<file path="src/rtl/ysyx_23060203_pkg.sv">
// Shared types and constants for the ysyx_23060203 fetch-side memory responder.
package ysyx_23060203_pkg;

    typedef enum logic [1:0] {
        S_IDLE = 2'd0,
        S_WAIT = 2'd1,
        S_RESP = 2'd2
    } mem_state_t;

    localparam logic [31:0] MEM_RESET_WORD = 32'hffff_ffff;
    localparam int unsigned CNT_W          = 4;

    // Deterministic word image so the responder can be built without the C memory model.
    function automatic logic [31:0] mem_read(input logic [31:0] raddr);
        if (raddr == 32'h8000_0000) begin
            return 32'h0000_0413;
        end
        return {raddr[15:0] ^ 16'hC3A5, raddr[31:16] ^ raddr[15:0]};
    endfunction

endpackage

</file>
<file path="src/rtl/ysyx_23060203_lfsr8.sv">
// 8-bit Fibonacci LFSR (taps 8,6,5,4) that steps once per enable; only built when
// YSYX_23060203_MEM_RAND_DELAY_EN is defined.
`ifdef YSYX_23060203_MEM_RAND_DELAY_EN
module ysyx_23060203_lfsr8 #(
    parameter logic [7:0] SEED = 8'hA5
) (
    input  logic       i_clk,
    input  logic       i_rst,
    input  logic       i_en,
    output logic [7:0] o_lfsr
);

    logic [7:0] r_lfsr;
    logic       w_fb;

    assign w_fb = r_lfsr[7] ^ r_lfsr[5] ^ r_lfsr[4] ^ r_lfsr[3];

    always_ff @(posedge i_clk) begin
        if (i_rst) begin
            r_lfsr <= SEED;
        end else if (i_en) begin
            r_lfsr <= {r_lfsr[6:0], w_fb};
        end
    end

    assign o_lfsr = r_lfsr;

endmodule
`endif

</file>
<file path="src/rtl/ysyx_23060203_mem_resp.sv">
// Single-outstanding word-read responder with fixed or LFSR-randomised response latency.
// YSYX_23060203_MEM_RAND_DELAY_EN switches from LATENCY to a per-request delay of 1..8.
module ysyx_23060203_mem_resp
    import ysyx_23060203_pkg::*;
#(
    parameter int unsigned LATENCY   = 1,
    parameter logic [7:0]  LFSR_SEED = 8'hA5
) (
    input  logic        clk,
    input  logic        rst,
    input  logic        req_valid,
    output logic        req_ready,
    input  logic [31:0] req_addr,
    output logic        resp_valid,
    input  logic        resp_ready,
    output logic [31:0] resp_data,
    output logic        resp_err
);

    localparam logic [CNT_W-1:0] LAT_M1 = CNT_W'(LATENCY - 1);

    mem_state_t       r_state;
    mem_state_t       w_state_nxt;
    logic [CNT_W-1:0] r_cnt;
    logic [CNT_W-1:0] w_cnt_nxt;
    logic [CNT_W-1:0] w_delay_m1;
    logic [31:0]      r_data;
    logic             r_err;
    logic             w_accept;
    logic             w_unused_cfg;

    assign w_accept = req_valid && req_ready;

`ifdef YSYX_23060203_MEM_RAND_DELAY_EN
    logic [7:0] w_lfsr;

    ysyx_23060203_lfsr8 #(
        .SEED (LFSR_SEED)
    ) u_lfsr (
        .i_clk  (clk),
        .i_rst  (rst),
        .i_en   (w_accept),
        .o_lfsr (w_lfsr)
    );

    // Delay is sampled from the pre-advance LFSR value at acceptance.
    assign w_delay_m1   = {1'b0, w_lfsr[2:0]};
    assign w_unused_cfg = ^{LAT_M1, w_lfsr[7:3]};
`else
    assign w_delay_m1   = LAT_M1;
    assign w_unused_cfg = ^LFSR_SEED;
`endif

    always_comb begin
        w_state_nxt = r_state;
        w_cnt_nxt   = r_cnt;
        req_ready   = 1'b0;
        resp_valid  = 1'b0;
        case (r_state)
            S_IDLE: begin
                req_ready = !rst;
                if (req_valid && !rst) begin
                    w_cnt_nxt   = w_delay_m1;
                    w_state_nxt = (w_delay_m1 == '0) ? S_RESP : S_WAIT;
                end
            end
            S_WAIT: begin
                w_cnt_nxt = r_cnt - 1'b1;
                if (r_cnt == CNT_W'(1)) begin
                    w_state_nxt = S_RESP;
                end
            end
            S_RESP: begin
                // Gated by rst so a transaction being dropped never shows a response.
                resp_valid = !rst;
                if (resp_ready) begin
                    w_state_nxt = S_IDLE;
                end
            end
            default: w_state_nxt = S_IDLE;
        endcase
    end

    always_ff @(posedge clk) begin
        if (rst) begin
            r_state <= S_IDLE;
            r_cnt   <= '0;
            r_data  <= MEM_RESET_WORD;
            r_err   <= 1'b0;
        end else begin
            r_state <= w_state_nxt;
            r_cnt   <= w_cnt_nxt;
            if (w_accept) begin
                r_data <= mem_read({req_addr[31:2], 2'b00});
                r_err  <= |req_addr[1:0];
            end
        end
    end

    assign resp_data = r_data;
    assign resp_err  = r_err;

endmodule

</file>
<file path="config.mk">
export PLATFORM = sky130hd
export DESIGN_NAME = ysyx_23060203_mem_resp
export DESIGN_NICKNAME = d
export VERILOG_FILES = /design/src/rtl/ysyx_23060203_pkg.sv /design/src/rtl/ysyx_23060203_lfsr8.sv /design/src/rtl/ysyx_23060203_mem_resp.sv
export SDC_FILE = /design/constraint.sdc
export NUM_CORES = 1
export LEC_CHECK = 0
export CORE_ASPECT_RATIO = 1.75
export CORE_MARGIN = 4
export CORE_UTILIZATION = 42
export DETAILED_ROUTE_END_ITERATION = 12
export PLACE_DENSITY = 0.94
export SETUP_SLACK_MARGIN = 0.5
export SYNTH_ARGS = -nofsm -noshare
export SYNTH_HDL_FRONTEND = slang
export SYNTH_SLANG_ARGS = --single-unit
</file>
<file path="constraint.sdc">
create_clock -name clk -period 2.5 [get_ports clk]
set_clock_uncertainty 0.1 [all_clocks]
set_input_delay 0.25 -clock clk [delete_from_list [all_inputs] [get_ports clk]]
set_output_delay 0.25 -clock clk [all_outputs]
set_load 0.01 [all_outputs]
</file>
Word-level counts from Yosys, hierarchy flattened
Index checks and enable logic that the tools add are counted.

Add/subtract/negate cells: 1. Equality and inequality tests: 7. Multiplexer cells: 13. Bitwise logic cells: 2. Reduce and logical (&&, ||, !) cells: 8.

Operator list (number): $mux W32 (2); $eq A30 B30 Y1 const B (1); $xor A16 B16 Y16 (1); $not A8 Y8 (1); $pmux W4 S2 (1); $mux W2 (3); $ne A2 B2 Y1 const B (3); $pmux W2 S3 (1); $mux W1 (5); $eq A4 B1 Y1 const B (1); $mux W4 (1); $sub A4 B1 Y4 const B (1); $reduce_and A3 Y1 (1); $eq A2 B1 Y1 const B (1); $eq A2 B2 Y1 const B (1); $logic_and A1 B1 Y1 (2); $logic_not A2 Y1 (1); $reduce_and A2 Y1 (1); $reduce_bool A2 Y1 (1); $reduce_or A2 Y1 (1); $logic_not A1 Y1 (1).

Bits in registers: 39. Input port bits: 36. Output and inout bits: 35. Logic and storage cells: 35.

Depth between registers and ports, before layout
Gate-level depths: netlist of the first run.

Depth after elaboration: 6. Depth in mapped cells: 7. Gate-level depth less buffers: 4.

Worst setup path after synthesis of the first run
No wires, ideal clock.

Path kind: input port to flip-flop. From: in rst. To: reg r_data[0] (netlist: resp_data[0]). Library setup time: 122 ps. Data arrival time: 1116 ps. Data required time: 2278 ps. Setup slack: 1162 ps. Stages on the path: 6. Buffers on the path: 2. Cell sequence: buf_4 > nor2_2 > and2_1 > buf_4 > or3_1 > o31a_2.

Longest elaborated chain between the ends: 3.

Ends and longest elaborated chain: start, declared (line ysyx_23060203_mem_resp.sv:10) `input logic rst,`; $logic_not A1 Y1 (line ysyx_23060203_mem_resp.sv:61) `req_ready = !rst;`; $mux W1 (line ysyx_23060203_mem_resp.sv:59) `case (r_state)`; net req_ready (line ysyx_23060203_mem_resp.sv:12) `output logic req_ready,`; $logic_and A1 B1 Y1 (line ysyx_23060203_mem_resp.sv:32) `assign w_accept = req_valid && req_ready;`; end signal, assigned (line ysyx_23060203_mem_resp.sv:94) `r_data <= mem_read({req_addr[31:2], 2'b00});`; end, declared (line ysyx_23060203_mem_resp.sv:27) `logic [31:0] r_data;`.

The timed path passes the listed nets, and every way through them passes these cells. A chain may end at the register's enable or synchronous reset.

Final worst setup path of the first run
From: in req_addr[29]. To: reg r_data[10] (netlist: resp_data[10]).

Longest elaborated chain between the ends: 5.

Ends and longest elaborated chain: start, declared (line ysyx_23060203_mem_resp.sv:13) `input logic [31:0] req_addr,`; $eq A30 B30 Y1 (line ysyx_23060203_pkg.sv:15) `if (raddr == 32'h8000_0000) begin`; $mux W1 (line ysyx_23060203_pkg.sv:15); $mux W1 (line ysyx_23060203_mem_resp.sv:93) `if (w_accept) begin`; $mux W1 (line ysyx_23060203_mem_resp.sv:85) `if (rst) begin`; $mux W32 (line ysyx_23060203_pkg.sv:18) `return {raddr[15:0] ^ 16'hC3A5, raddr[31:16] ^ raddr[15:0]};`.

Every way passes these cells. The select of a mux whose other input is x is not followed.

==> impl_metrics.csv, run 1 <==
group,metric,value,unit
global_route,grt_pass1_wl,6430,um
cells_and_area,drive_gt1_share,8.11,%
power_and_ir_drop,p_switching,0.346,mW
worst_setup_path,arrival,2030,ps
worst_hold_path,holdPathEnd,"resp_data[17]",
flow_run,maxCapViolations,0,
die,die-area,4260,um^2
die,fp.dieW,51.1,um
detailed_routing,viasPerCell,5.19,
worst_setup_path,crit_path_start_kind,"primary input",
detailed_routing,wl,3940,um
timing,slew_headroom,66.1,%
synthesis,netlist_area,1370,um^2
clocking,cts_tree,"yes",
power_and_ir_drop,ir_drop,0.521,mV
clocking,clk_pin_slew,60,ps
timing,rsz0062_at_grt,"no",
worst_setup_path,worstPathCellList,"clkdlybuf4s50_1 > nor4b_1 > nand4_1 > nor2_2 > o32a_2",
synthesis,yosys.area.top_type,"dfxtp_1",
synthesis,synth_edf_count,0,
clocking,cts_sinks,34,
synthesis,ys_types,22,
clocking,cts_buffers,5,
worst_setup_path,rrSetupSlack,890,ps
worst_hold_path,hold_path_depth,2,
global_route,grt_max_degree,25,
synthesis,ys_seq_area_share,49.9,%
detailed_routing,drc,0,
global_route,grt_pass1_vias,1361,
detailed_routing,drtIter0Drc,31,
synthesis,synthTopCellsByCount,"34 x dfxtp_1, 18 x o21ai_0, 17 x nand2_1, 14 x xnor2_1, 13 x nor3_1",
placed_design,place_hpwl,3090,um
worst_setup_path,crit_required,2640,ps
synthesis,yosys_warnings,0,
clocking,cts_root_buffer,"clkbuf_8",
power_and_ir_drop,power,1.36,mW
timing,worstMarginPinSlew,509,ps
die,initial_core_util,43.4,%
detailed_routing,wl_per_cell,14.9,um
synthesis,synthCells,151,
cells_and_area,area_delta_synth_final,60.0,%
power_and_ir_drop,leakage,0.801,nW
run_status,outcome,"completed",
power_and_ir_drop,p_comb_share,23.7,%
timing,setup_viol,0,
synthesis,synth.most_common_cell,"dfxtp_1",
timing,clock.fmax,0.527,GHz
die,coreArea,3140,um^2
power_and_ir_drop,intPower,1.01,mW
synthesis,syn_avg_cell_area,9.04,um^2
worst_setup_path,slowest_stage,"nor4b_1",
synthesis,synth-main-ff-cell,"dfxtp_1",
global_route,gr-total-overflow,0,
die,fp-row-count,27,
clocking,clock_path_buffers,2,
power_and_ir_drop,power_density,620,nW/um^2
cells_and_area,n_antenna_cell,0,
power_and_ir_drop,p_sw_share,25.5,%
worst_hold_path,hold_path.class,"reg2reg",
detailed_routing,ant_nets,0,
placed_design,gp_congestion,0.779,
worst_setup_path,worst-path-max-fanout,13,
timing,fin_crit_sh,76.0,%
cells_and_area,layoutNonFillerInstCount,265,
die,num_io_pins,71,
timing,fin_crit,1900,ps
synthesis,yosysTopAreaCellShare,49.9,%
synthesis,async_reset_ff_share,0,%
synthesis,ys_ff_latch,34,
detailed_routing,first_pass_iters,5,
worst_setup_path,reg2reg_from,"r_state[1]",
timing,final_hold_viol_count,0,
placed_design,port_buffers,70,
placed_design,place_ws,295,ps
cells_and_area,final_core_util,69.5,%
timing,tns,0,ps
global_route,antenna_found_initial,0,
synthesis,synth_nets,187,
die,die_h,83.4,um
power_and_ir_drop,pwr-share-seq,46.1,%
worst_setup_path,reg2reg_depth,5,
power_and_ir_drop,clkPwrFrac,30.1,%
placed_design,dp.cells,257,
timing,finalWorstSetupSlack,601,ps
clocking,clk_latency,290,ps
worst_setup_path,endpoint_kind,"register",
worst_setup_path,critPathKind,"in2reg",
clocking,ctsHoldBuffers,0,
clocking,cts.htree.levels,2,
worst_hold_path,hp-start,"resp_data[17]",
detailed_routing,vias,1375,
worst_setup_path,r2r_end,"resp_data[4]",
synthesis,synthTopCellsByArea,"dfxtp_1 50%, xnor2_1 9.0%, o21ai_0 6.6%",
worst_setup_path,max_stage_delay,480,ps
cells_and_area,nets,257,
timing,drv_slew,0,
global_route,grt.total_usage,20.4,%
==> worst max-delay path: cells and delay by family <==
kind	cells	cell delay, ps
and+or+nand+nor	3	1100
buffers and inverters	1	430
AOI/OAI and AO/OA	1	240
==> worst max path at each step <==
stage / startpoint / endpoint / cells past startpoint
2_1_floorplan: rst / resp_data[0] / 6
3_3_place_gp: req_addr[29] / resp_data[4] / 5
3_5_place_dp: req_addr[29] / resp_data[10] / 5
4_1_cts: rst / resp_valid / 5
5_1_grt: req_addr[29] / resp_data[10] / 5
6_report: req_addr[29] / resp_data[10] / 5
==> through the flow <==
stage / hold WS, ps / cell area [um^2]
after floorplan: 249 / 1370
after global placement: 358 / 2090
after detailed placement: 360 / 2090
after CTS: 376 / 2180
after global routing: 408 / 2180
final: 370 / 2180
==> kinds of logic (layout without fill, tap and decap cells) <==
group / count (synthesis) / count (layout) / synth area share [%]
buf+inv: 13 / 84 / 5.41
xor+xnor: 14 / 14 / 8.98
simple gates: 49 / 49 / 17.6
flops: 34 / 34 / 49.9
compound gates: 41 / 41 / 18.1
==> sequential cells by signal, indices dropped and copies added (netlist names) <==
| signal | cells |
|---|---|
| resp_data | 32 |
| r_state | 1 |
| resp_err | 1 |
==> what timing repair did <==
item / CTS / global route
endpoints found under the hold margin: 0 / 0
setup buffers: 0 / 0
resized for setup: 1 / 1
setup endpoints to repair: 1 / 1
==> power by group through the flow <==
| stage | Combinational [mW] | Clock (mW) | Sequential (mW) |
|---|---|---|---|
| 2_1_floorplan | 0.0964 | 0 | 0.660 |
| 3_3_place_gp | 0.316 | 0 | 0.636 |
| 3_5_place_dp | 0.322 | 0 | 0.637 |
| 4_1_cts | 0.325 | 0.419 | 0.625 |
| 5_1_grt | 0.347 | 0.439 | 0.632 |
| 6_report | 0.321 | 0.408 | 0.625 |
==> final cells by class <==
type / instances / area [um^2]
Inverter: 1 / 3.75
Fill cell: 240 / 957
Sequential cell: 34 / 681
Clock buffer: 7 / 86.3
Clock inverter: 1 / 5.00
Multi-Input combinational cell: 104 / 611
Timing Repair Buffer: 75 / 744
Tap cell: 43 / 53.8
==> layer usage <==
metal	wire, um	track usage [%]	up-vias
li1	-	-	678
met2	2080	34.7	66
met4	217	15.2	0
met3	274	5.92	19
met1	1370	19.9	612
met5	0	0	-
==> layout by cell type, fill, tap and decap left out <==
cell,instances
clkdlybuf4s50_1,69
dfxtp_1,34
o21ai_0,18
nand2_1,17
xnor2_1,14
nor3_1,13
a21oi_1,11
o31ai_1,8
nor4_1,6
clkbuf_8,6
nor2_1,4
buf_4,4
nor2_2,2
nand4_1,2
o32a_2,2
or3_1,2
o31a_2,2
nand2b_1,1
inv_1,1
and2_1,1
nor4b_1,1
clkbuf_1,1
clkinv_2,1
dlymetal6s2s_1,1
buf_6,1
Power figures use the tool's default switching activity.
==> run 2: changes to the inputs <==
- CORE_UTILIZATION: 42 -> 35
- PLACE_DENSITY: 0.94 -> 0.85
- clock period: 2.5 -> 1.7 ns (I/O delays scaled with it)
==> run 2 against run 1 <==
Count of clock-buffer cells in the layout is 2 lower; power is 44% higher; non-clock buffer count is 26 higher; critical path depth is 1 lower; clock power is 35% higher; combinational power is 50% higher; critical endpoint unchanged; largest power group unchanged.
==> impl_metrics.csv, run 2 (synthesis results as in run 1) <==
group,metric,value,unit
run_status,outcome,"completed",
detailed_routing,drtIter0Drc,44,
cells_and_area,fillCellCount,307,
power_and_ir_drop,power,1.95,mW
die,fp.dieW,55.2,um
cells_and_area,drive_gt1_share,30.0,%
worst_setup_path,arrival,1320,ps
cells_and_area,layout_commonest_cell,"dfxtp_1",
timing,setup_viol,0,
detailed_routing,vias,1486,
timing,final_hold_viol_count,0,
cells_and_area,nets,283,
worst_setup_path,critPathKind,"reg2reg",
cells_and_area,area_delta_synth_final,76.4,%
timing,fin_crit,1260,ps
global_route,grt_pass1_vias,1549,
detailed_routing,first_pass_iters,4,
worst_setup_path,reg2reg_depth,4,
detailed_routing,drc,0,
cells_and_area,seqCellArea,682,um^2
global_route,gr-total-overflow,0,
die,die_h,90.6,um
die,initial_core_util,36.9,%
clocking,cts.htree.levels,2,
clocking,cts_sinks,34,
timing,rsz0062_at_grt,"yes",
placed_design,place_hpwl,3360,um
global_route,grt_max_degree,33,
global_route,grt_pass1_wl,7620,um
placed_design,dp.cells,281,
power_and_ir_drop,ir_drop,0.588,mV
cells_and_area,n_antenna_cell,0,
cells_and_area,multiInputGateArea,714,um^2
timing,fin_crit_sh,73.9,%
cells_and_area,final_cell_mix,"33 x dfxtp_1, 29 x dlygate4sd2_1, 23 x buf_4, 21 x clkdlybuf4s15_1, 18 x o21ai_0",
die,num_io_pins,71,
global_route,antenna_found_initial,0,
timing,tns,0,ps
cells_and_area,layoutNonFillerInstCount,293,
detailed_routing,viasPerCell,5.07,
clocking,cts_buffers,5,
timing,slew_headroom,78.9,%
detailed_routing,ant_nets,0,
global_route,grt.total_usage,19.4,%
worst_setup_path,endpoint_kind,"register",
power_and_ir_drop,power_density,811,nW/um^2
placed_design,port_buffers,70,
clocking,cts_root_buffer,"clkbuf_8",
timing,clock.fmax,0.796,GHz
die,fp-row-count,29,
die,die-area,5000,um^2
worst_setup_path,worst-path-max-fanout,8,
die,coreArea,3700,um^2
clocking,clk_pin_slew,60,ps
clocking,clk_latency,280,ps
clocking,cts_tree,"yes",
timing,drv_slew,0,
timing,worstMarginPinSlew,317,ps
worst_hold_path,hold_path_depth,2,
worst_hold_path,hold_path.class,"in2reg",
detailed_routing,wl_per_cell,16.3,um
power_and_ir_drop,leakage,0.988,nW
flow_run,maxCapViolations,0,
cells_and_area,largest_register_ffs,32,
worst_setup_path,crit_path_start_kind,"register",
clocking,clock_path_buffers,2,
placed_design,gp_congestion,0.893,
worst_setup_path,crit_required,1760,ps
detailed_routing,wl,4780,um
==> run 2: area by class of cell <==
type,count,share of cell area [%]
Multi-Input combinational cell,104,29.7
Sequential cell,34,28.3
Inverter,1,0.156
Clock buffer,5,2.86
Tap cell,46,2.39
Timing Repair Buffer,101,36.2
Clock inverter,2,0.416
==> run 2: routing by layer <==
layer  GRT usage, %  vias up  routed length (um)
met3           4.15       10                 255
met2           35.2       62                2620
met5              0        -                   0
met1           19.9      691                1750
met4           10.8        0                 157
li1               -      723                   -
==> run 2: where the power goes <==
group	internal (mW)	total (mW)	switching [mW]
combinational	0.252	0.480	0.228
sequential	0.879	0.923	0.0434
clock	0.274	0.550	0.275
==> run 2: worst max-delay path: stages, from the launching register on <==
cell,delay [ps]
dfxtp_2,350
nor2_4,50
and2_4,200
buf_6,120
o32a_2,320
==> run 2: metrics by stage <==
step           cell area (um^2)  setup slack [ps]  hold slack [ps]  utilization (%)
2_1_floorplan              1390               439              169                -
3_3_place_gp               2260             -35.3              372             61.0
3_5_place_dp               2260             -65.3              362             61.0
4_1_cts                    2370               407              182             64.1
5_1_grt                    2410               404             54.2             65.0
6_report                   2410               444             42.8             65.0
==> run 2: final timing paths <==
kind	start	to	slack (ps)
max reg2reg	r_state[1]	resp_data[10]	440
min	req_addr[14]	resp_data[30]	40
min reg2reg	resp_data[17]	resp_data[17]	380
max	r_state[1]	resp_data[10]	440
==> run 2: repair_timing <==
action                                  in CTS  in global routing
resized for setup                           93                 52
hold buffers                                 0                  0
pin swaps                                   10                  8
setup buffers                                3                  2
endpoints found under the setup margin      67                 41
endpoints found under the hold margin        0                  0
